===== src/rtl/orbit_seq_pkg.sv =====
// Shared constants, mode selector type and side-orbit step for orbit_seq_fsm.
package orbit_seq_pkg;

  localparam int unsigned MAX_WIDTH = 16;

  typedef logic [0:0] orbit_mode_t;

  localparam orbit_mode_t MODE_JOHNSON = 1'b0;
  localparam orbit_mode_t MODE_BINARY  = 1'b1;

  // Shift in a one from the LSB side; callers truncate to their own width.
  function automatic logic [MAX_WIDTH-1:0] side_next(input logic [MAX_WIDTH-1:0] x);
    return {x[MAX_WIDTH-2:0], 1'b1};
  endfunction

endpackage


===== src/rtl/orbit_next.sv =====
// Combinational main-orbit step of the upper state bits (Johnson or binary increment).
module orbit_next
  import orbit_seq_pkg::*;
#(
  parameter int unsigned WIDTH = 3,
  parameter orbit_mode_t MODE  = MODE_JOHNSON
) (
  input  logic [WIDTH-2:0] u,
  output logic [WIDTH-2:0] u_next
);

  if (MODE == MODE_BINARY) begin : g_binary
    assign u_next = u + {{(WIDTH-2){1'b0}}, 1'b1};
  end else begin : g_johnson
    assign u_next = {u[WIDTH-3:0], ~u[WIDTH-2]};
  end

endmodule


===== src/rtl/orbit_seq_fsm.sv =====
// Orbit-state benchmark FSM: main orbit, side orbit into an all-ones trap, wrap pulse/counter.
// Optional build macro TRAP_RECOVER_EN: trap with i1=1 returns to state 0.
module orbit_seq_fsm
  import orbit_seq_pkg::*;
#(
  parameter int unsigned WIDTH = 3,
  parameter orbit_mode_t MODE  = MODE_JOHNSON,
  parameter int unsigned CNT_W = 4
) (
  input  logic             clk,
  input  logic             reset,
  input  logic             i1,
  input  logic             inj,
  output logic             z1,
  output logic [WIDTH-1:0] state,
  output logic             wrap,
  output logic [CNT_W-1:0] orbits
);

  logic [WIDTH-1:0] x_q, x_d;
  logic             landed_q, landed_d;
  logic             wrap_q;
  logic [CNT_W-1:0] orbits_q, orbits_d;
  logic [WIDTH-2:0] u_next;

  orbit_next #(
    .WIDTH(WIDTH),
    .MODE (MODE)
  ) u_orbit_next (
    .u     (x_q[WIDTH-1:1]),
    .u_next(u_next)
  );

  // landed_q marks the cycle spent on 0 after completing an orbit; wrap and the
  // counter follow it by one edge.
  always_comb begin
    x_d      = x_q;
    landed_d = 1'b0;
    orbits_d = orbits_q;
    if (landed_q) begin
      orbits_d = orbits_q + CNT_W'(1);
    end
    if (!x_q[0]) begin
      if (inj) begin
        x_d = x_q | WIDTH'(1);
      end else if (i1) begin
        x_d      = {u_next, 1'b0};
        landed_d = (u_next == '0) && (x_q != '0);
      end
    end else if (i1) begin
`ifdef TRAP_RECOVER_EN
      if (&x_q) begin
        x_d = '0;
      end else begin
        x_d = WIDTH'(side_next(MAX_WIDTH'(x_q)));
      end
`else
      x_d = WIDTH'(side_next(MAX_WIDTH'(x_q)));
`endif
    end
  end

  always_ff @(posedge clk) begin
    if (reset) begin
      x_q      <= '0;
      landed_q <= 1'b0;
      wrap_q   <= 1'b0;
      orbits_q <= '0;
    end else begin
      x_q      <= x_d;
      landed_q <= landed_d;
      wrap_q   <= landed_q;
      orbits_q <= orbits_d;
    end
  end

  assign state  = x_q;
  assign z1     = x_q[WIDTH-1] & x_q[0];
  assign wrap   = wrap_q;
  assign orbits = orbits_q;

endmodule


===== config.mk =====
export PLATFORM = sky130hd
export DESIGN_NAME = orbit_seq_fsm
export DESIGN_NICKNAME = d
export VERILOG_FILES = /design/src/rtl/orbit_seq_pkg.sv /design/src/rtl/orbit_next.sv /design/src/rtl/orbit_seq_fsm.sv
export SDC_FILE = /design/constraint.sdc
export NUM_CORES = 1
export LEC_CHECK = 0
export CORE_AREA = 4 4 41 43
export DETAILED_ROUTE_END_ITERATION = 8
export DIE_AREA = 0 0 45 47
export PLACE_DENSITY_LB_ADDON = 0.25
export SYNTH_ARGS = -nofsm -noshare
export SYNTH_HDL_FRONTEND = slang
export SYNTH_SLANG_ARGS = --single-unit

===== constraint.sdc =====
create_clock -name clk -period 1.99 [get_ports clk]
set_input_delay 0.199 -clock clk [delete_from_list [all_inputs] [get_ports clk]]
set_output_delay 0.199 -clock clk [all_outputs]
set_load 0.03 [all_outputs]

### After elaboration in Yosys (flattened, before gate mapping)

Index checks and enable logic that the tools add are counted.

* input port bits: 4
* logic and storage cells: 21
* output and inout port bits: 9
* flip-flop bits (word level): 9

* equal/unequal tests: 2
* reductions and logical operators: 6
* bitwise gates (word level): 3
* multiplexer cells: 4
* add/sub/neg operators: 1

Operator list (count)
* two-way mux 3 bit: 4
* adder 4 x 1 -> 4 bit (second input constant): 1
* OR reduction 4 bit: 1
* AND reduction 3 bit: 1
* nonzero test 3 bit: 1
* zero test 2 bit: 1
* inequality test 2 x 1 -> 1 bit (second input constant): 1
* inequality test 2 bit (second input constant): 1
* inverter 1 bit: 2
* nonzero test 2 bit: 1
* bitwise AND 1 bit: 1
* logical AND 1 bit: 1

### Depth between registers and ports, before layout

Gate-level depths: netlist (run 1).

* depth in word-level cells: 4
* mapped depth: 4
* gate-level depth less buffers: 4

### By module

Synthesis (run 1) repeated with hierarchy kept, for this count alone.

* cells, all modules: 39
* area, all modules: 371.6 um^2

By module, submodules not included
* orbit_seq_fsm: cells an instance 37, sequential area each 180.2 um^2, area each 360.3 um^2, times used 1
* orbit_next: cells an instance 2, sequential area each 0.0 um^2, area each 11.3 um^2, times used 1

### Worst setup path after synthesis (run 1)

No wires, ideal clock.

* kind: reg2reg
* from: register orbits_q[0], in the netlist orbits[0]
* to: register orbits_q[1], in the netlist orbits[1]
* setup time: 128 ps
* path slack: 877 ps
* arrival time: 985 ps
* clock period less this slack: 1113 ps
* stages on the path, launching flop included: 4
* data required time: 1862 ps
* path buffers: 0
* cell sequence: dfxtp_1 ha_1 mux2i_1 nor2_1

* longest elaborated chain between the ends: 1

RTL lines
* start, declared: RTL line orbit_seq_fsm.sv:23 `logic [CNT_W-1:0] orbits_q, orbits_d;`
* start signal, assigned: RTL line orbit_seq_fsm.sv:73 `orbits_q <= orbits_d;`
* adder 4 x 1 -> 4 bit: RTL line orbit_seq_fsm.sv:41 `orbits_d = orbits_q + CNT_W'(1);`

No other way between the ends.
A chain may end at the register's enable or synchronous reset.

### Worst setup path in the final report (run 1)

* from: register x_q[0], in the netlist state[0]
* to: output port z1

* longest elaborated chain between the ends: 1

RTL lines
* start, declared: RTL line orbit_seq_fsm.sv:20 `logic [WIDTH-1:0] x_q, x_d;`
* start signal, assigned: RTL line orbit_seq_fsm.sv:65 `x_q <= '0;`
* start signal, assigned: RTL line orbit_seq_fsm.sv:70 `x_q <= x_d;`
* bitwise AND 1 bit: RTL line orbit_seq_fsm.sv:78 `assign z1 = x_q[WIDTH-1] & x_q[0];`
* end, declared: RTL line orbit_seq_fsm.sv:14 `output logic z1,`

No other way between the ends.

==> results by group, run 1 <==
STA
  – Final count of negative-setup-slack endpoints: 0
  – Fmax achieved: 625.8 MHz
  – Final critical delay including setup and external delays: about 1600 ps
  – RSZ-0062 raised after global routing: false
  – Relative slew slack: 0.7576
  – Endpoints failing hold: 0
  – Final clock skew: around 4.7 ps
  – Fin. max-slew vios: 0
  – Slew at the pin closest to its max-slew limit: 362.5 ps
  – Setup tns final: 0 ps
  – Period utilization: 0.8030

Synthesis
  – Share of the synthesized area in the top cell type: 0.5217
  – Mean Syn Cell Area: around 10 um^2
  – #FFs+latches synth: 9
  – Top post-synthesis cells by area: dfxtp_1 (52%), nor2_1 (6.5%), xor2_1 (5.1%), nand2b_4 (4.0%), ha_1 (3.6%)
  – Cell count after synthesis: 33
  – Part of the Yosys area used for sequential elements: 0.5217
  – Cell area after synthesis: 345.3 um^2
  – Synth Net Count: 38
  – Count of different cell masters after synthesis: 19
  – Warnings, synthesis: 0
  – Dominant cell type by area after synthesis: dfxtp_1

Clock network
  – Maximum number of buffers from clock root to sink: 2
  – Number of buffers created by CTS: 3
  – TritonCTS clock tree: yes
  – Buffer type at the clock tree root: clkbuf_4
  – Post-CTS setup buffers: 0
  – Clock Latency Late Sink: 250 ps
  – # resized after CTS: 0
  – Hold Buf Count CTS: 0
  – Clk slew on worst S/H paths: 60 ps
  – Clock net sink count: 9
  – H-tree depth reported by CTS: 1

Placement
  – Gp weighted congestion: roughly 0.73
  – Placed wire-length estimate: 530.1 um
  – Port bufs: 12

Die
  – Initial core utilization: 0.2654
  – Chip Height: 47 um
  – Top-level I/O count: 13
  – Horizontal die dimension: 45 um
  – DIE AREA: 2115 um^2
  – Row cnt: 13
  – CORE AREA: 1301 um^2

Global route
  – Pin count of the biggest net entering global routing: 10
  – Antenna violations before repair: 0
  – Number of global-route vias before repair: approximately 230
  – Global route total overflow: 0
  – Global routing usage summed across all routing layers: 0.07528
  – Global-route wire length before repair: 1.048 mm

Finish
  – Fraction of final layout cells with drive strength greater than 1: 0.1250
  – Number of diodes: 0
  – Area growth syn-to-layout: 46.74%
  – Core utilization of the finished layout: 0.3894
  – Total Nets Final: 54

Job
  – Max_cap viols: 0

Drt
  – First-pass iteration count of the detailed router: 4
  – Number of routed nets with antenna violations: 0
  – DR iter-0 viols: 2
  – Mean number of vias per cell: between 4 and 5
  – Residual DRC count: 0
  – Routed length per placed instance: ~11 um
  – Wire length reported by the detailed router: 672 um
  – Number of vias in the routed layout: 262

Min path
  – Worst hold-check path type: flip-flop to flip-flop

Critical path
  – Worst setup path category: flip-flop to output port
  – Worst endpoint required time: 1790 ps
  – CP endpoint kind: output port
  – Data arrival time of the critical path: 1400 ps
  – CP Launch Type: flip-flop
  – Max Fanout on Critical Path: 4

Pwr
  – Maximum vdd ir drop: 0.0003545 V
  – Total power: 0.3618 mW
  – Leakage component of the power: ~0.20 nW
  – Ratio of total power to cell area: between 700 and 800 nW/um^2

Outcome
  – Status: complete, no violations
## cell usage in the layout, fill, tap and decap left out, types with 2 or more instances in the layout
cell type,synthesis,layout
clkbuf_4,0,3
nor2_1,6,6
dfxtp_1,9,9
clkdlybuf4s50_1,0,12
xor2_1,2,2
## per-stage QoR
stage | worst slack (ps) | hold slack, ps | instance area (um^2) | instances
floorplan | 877.4 | 330.4 | 345.3 | 33
global placement | 668.3 | 467.6 | 480.5 | 59
detailed placement | 657.9 | 473.4 | 480.5 | 59
CTS | 363.0 | 493.4 | 506.7 | 63
global route | 301.8 | 536.3 | 506.7 | 63
finish | 392.0 | 489.0 | 506.7 | 63
## state kept, by name, indices dropped and copies added, names as in the netlist
register	flops
wrap	1
orbits	4
landed_q	1
state	3
## worst max-delay path, cell delays in order, from the launching register on
cell	delay, ps
dfxtp_1	350
and2_1	130
clkdlybuf4s50_1	660
## area by class of cell
| class | instances | area, um^2 |
|---|---|---|
| Tap cell | 15 | 18.77 |
| Sequential cell | 9 | 180.2 |
| Fill cell | 142 | 794.5 |
| Timing Repair Buffer | 12 | 120.1 |
| Clock buffer | 4 | 26.28 |
| Multi-Input combinational cell | 23 | 161.4 |
## routing by layer
metal | global-route usage | wire length [um]
met4 | 0.03509 | 0
met1 | 0.08716 | 301
met5 | 0 | 0
met3 | 0.06897 | 39
met2 | 0.09322 | 330
## cells by family after synthesis
family / share of synthesized area
buf+inv: 0.01086
simple gates: 0.2609
fa+ha+maj: 0.03623
mux: 0.02899
xor+xnor: 0.07610
flops: 0.5217
compound gates: 0.06521
## Yosys cell counts (all sizes together)
| master | n |
|---|---|
| o21ba | 1 |
| nor3 | 1 |
| clkbuf | 1 |
| nand2 | 1 |
| nor2 | 6 |
| xnor2 | 1 |
| dfxtp | 9 |
| a21boi | 1 |
| and2 | 1 |
| mux2i | 1 |
| nor3b | 1 |
| nand2b | 1 |
| xor2 | 2 |
| nand3 | 1 |
| and3 | 1 |
| a21oi | 1 |
| ha | 1 |
| nand4 | 1 |
| nor2b | 1 |
## path summary, 6_finish.rpt
kind                                start         to  slack [ps]  depth (start not counted)
worst min-delay path             state[1]   landed_q         490                          1
worst max-delay path             state[0]         z1         390                          2
worst min register to register   state[1]   landed_q         490                          1
worst max register to register  orbits[0]  orbits[1]        1060                          3
## where the power goes
part           switching (mW)  total [mW]  internal, mW
logic                  0.0197      0.0385        0.0188
clock network          0.0583       0.135        0.0769
registers             0.00361       0.188         0.184
total                  0.0816       0.362         0.280
(Power assumes the default switching activity.)
==> run 2: changes to the inputs <==
- clock period: 1.99 -> 1.3 ns (I/O delays scaled with it)
==> run 2 against run 1 <==
Against the previous run:
- critical path depth unchanged
- non-clock buffer count rose by 3
- clock power rose by 59%
- via count grew 3.4%
- flip-flop and latch count did not move
- critical endpoint unchanged
==> results by group, run 2 (same netlist as run 1, synthesis figures left out) <==
Outcome
  – Status: complete, no violations

Drt
  – Mean number of vias per cell: 4.106
  – Number of routed nets with antenna violations: 0
  – First-pass iteration count of the detailed router: 2
  – Number of vias in the routed layout: 271
  – Residual DRC count: 0
  – DR iter-0 viols: 1
  – Routed length per placed instance: 9.864 um
  – Wire length reported by the detailed router: 651 um

STA
  – Setup tns final: 0 ps
  – Period utilization: 0.9420
  – Final clock skew: roughly 7.0 ps
  – Fmax achieved: 816.6 MHz
  – Slew at the pin closest to its max-slew limit: 308.8 ps
  – RSZ-0062 raised after global routing: false
  – Fin. max-slew vios: 0
  – Final count of negative-setup-slack endpoints: 0
  – Final critical delay including setup and external delays: ~1200 ps
  – Relative slew slack: 0.7949
  – Endpoints failing hold: 0

Finish
  – Fraction of final layout cells with drive strength greater than 1: 0.1765
  – Most frequent cells in the layout: dfxtp_1 (9), dlygate4sd2_1 (8), nor2_1 (6)
  – Number of flip-flops in the largest register: 4
  – Area taken by flip-flops and latches: 180.2 um^2
  – Number of diodes: 0
  – Finished layout cell area: 519.2 um^2
  – Leading cell type in the layout, fill and taps excluded: dfxtp_1
  – Total area of multi-input combinational cells: 161.4 um^2
  – # fillers: 148
  – Total Nets Final: 57
  – Area growth syn-to-layout: 50.36%

Critical path
  – Startpoint of the worst register-to-register path: orbits[0]
  – CP Launch Type: flip-flop
  – Delay contributed by the slowest stage of the critical path: 360 ps
  – Sequence of cells on the critical path: and2_1 -> clkdlybuf4s15_1
  – CP endpoint kind: output port
  – Number of cells on the worst reg-to-reg path: 4
  – Number of buffers and inverters on the critical path: 1
  – Delay-heaviest family, CP: buffers and inverters
  – Capture instance of the worst register-to-register path: orbits[1]
  – Start point of the critical path: state[0]
  – Worst setup path category: flip-flop to output port
  – CP max stage cell: clkdlybuf4s15_1
  – Worst endpoint required time: 1170 ps
  – Max Fanout on Critical Path: 4
  – Setup slack on the worst flop-to-flop path: 290 ps
  – Total stage count of the critical path: 2
  – Data arrival time of the critical path: 1090 ps
  – Setup crit end: z1

Die
  – DIE AREA: 2115 um^2
  – Horizontal die dimension: 45 um
  – CORE AREA: 1301 um^2
  – Top-level I/O count: 13
  – Row cnt: 13
  – Chip Height: around 47 um
  – Initial core utilization: 0.2654

Pwr
  – Power spent charging and discharging nets: roughly 0.13 mW
  – Logic gate share of total power: 0.105
  – Maximum vdd ir drop: 0.0004341 V
  – Sequential share of power: 0.513
  – Power share of the clock group: 0.382
  – Internal power: 0.4284 mW
  – Ratio of total power to cell area: 1080 nW/um^2
  – Sw Ratio: 0.2362
  – Leakage component of the power: ~0.25 nW

Clock network
  – Number of buffers created by CTS: 3
  – H-tree depth reported by CTS: 1
  – Post-CTS setup buffers: 0
  – Clock net sink count: 9
  – Maximum number of buffers from clock root to sink: 2
  – TritonCTS clock tree: yes
  – Buffer type at the clock tree root: clkbuf_4
  – Clock Latency Late Sink: 250 ps
  – Clk slew on worst S/H paths: 70 ps

Global route
  – Antenna violations before repair: 0
  – Number of global-route vias before repair: ~220
  – Pin count of the biggest net entering global routing: 6
  – Global route total overflow: 0
  – Global-route wire length before repair: 966 um
  – Global routing usage summed across all routing layers: 0.06423

Min path
  – Worst hold-check path type: flip-flop to flip-flop
  – Hold Startpoint: state[1]
  – Min-Delay Path Depth: 1

Placement
  – Placed wire-length estimate: 525.3 um
  – Port bufs: 12
  – Post-place instance area: between 500 and 600 um^2
  – Gp weighted congestion: between 0.7 and 0.8

Job
  – Max_cap viols: 0
## run 2: changes by cell type in the layout (fill, tap and decap cells not counted)
cell,before,now
buf_4,0,3
dlygate4sd2_1,0,8
clkdlybuf4s15_1,0,1
clkdlybuf4s50_1,12,3
## run 2: power groups by stage
stage / combinational, mW / clock (mW) / sequential [mW]
finish: 0.0590 / 0.214 / 0.288
global route: 0.0625 / 0.237 / 0.289
CTS: 0.0594 / 0.218 / 0.287
detailed placement: 0.0637 / 0 / 0.294
global placement: 0.0644 / 0 / 0.293
floorplan: 0.0197 / 0 / 0.306
## run 2: through the flow
| stage | util | total power [mW] | worst slack [ps] | instances | hold slack, ps |
|---|---|---|---|---|---|
| finish | 0.3990 | 0.5609 | 75.34 | 66 | 478.1 |
| global route | 0.3990 | 0.5879 | 12.92 | 66 | 507.4 |
| CTS | 0.3981 | 0.5652 | 38.94 | 66 | 474.2 |
| detailed placement | 0.3865 | 0.3576 | 40.34 | 62 | 471.0 |
| global placement | 0.3865 | 0.3578 | 46.64 | 62 | 461.0 |
| floorplan | - | 0.3255 | 187.4 | 33 | 261.4 |
## run 2: how the worst min path moves through the flow
stage	end	slack, ps
after floorplan	state[0]	260
after global placement	landed_q	460
after detailed placement	landed_q	470
after CTS	landed_q	470
after global routing	landed_q	510
final	landed_q	480
## run 2: metal layers
| layer | share of wire | GRT usage | up-vias |
|---|---|---|---|
| met5 | 0 | 0 | - |
| met3 | 0.037 | 0.02299 | 0 |
| met2 | 0.47 | 0.09887 | 5 |
| met1 | 0.49 | 0.08506 | 119 |
| li1 | - | - | 147 |
| met4 | 0 | 0.01754 | 0 |
## run 2: timing repair
item / in CTS / in global routing
hold buffers: 0 / 0
endpoints found under the setup margin: 9 / 1
resized for setup: 9 / 1
## run 2: area by class of cell
type	count	share of cell area
Clock buffer	4	0.05060
Multi-Input combinational cell	23	0.3108
Sequential cell	9	0.3470
Tap cell	15	0.03614
Timing Repair Buffer	15	0.2554
==> run 3: changes to the inputs <==
- CTS_CLUSTER_DIAMETER: unset -> 30
==> results of run 3 <==
Final layout, timing and power as in run 2 (identical DEF).
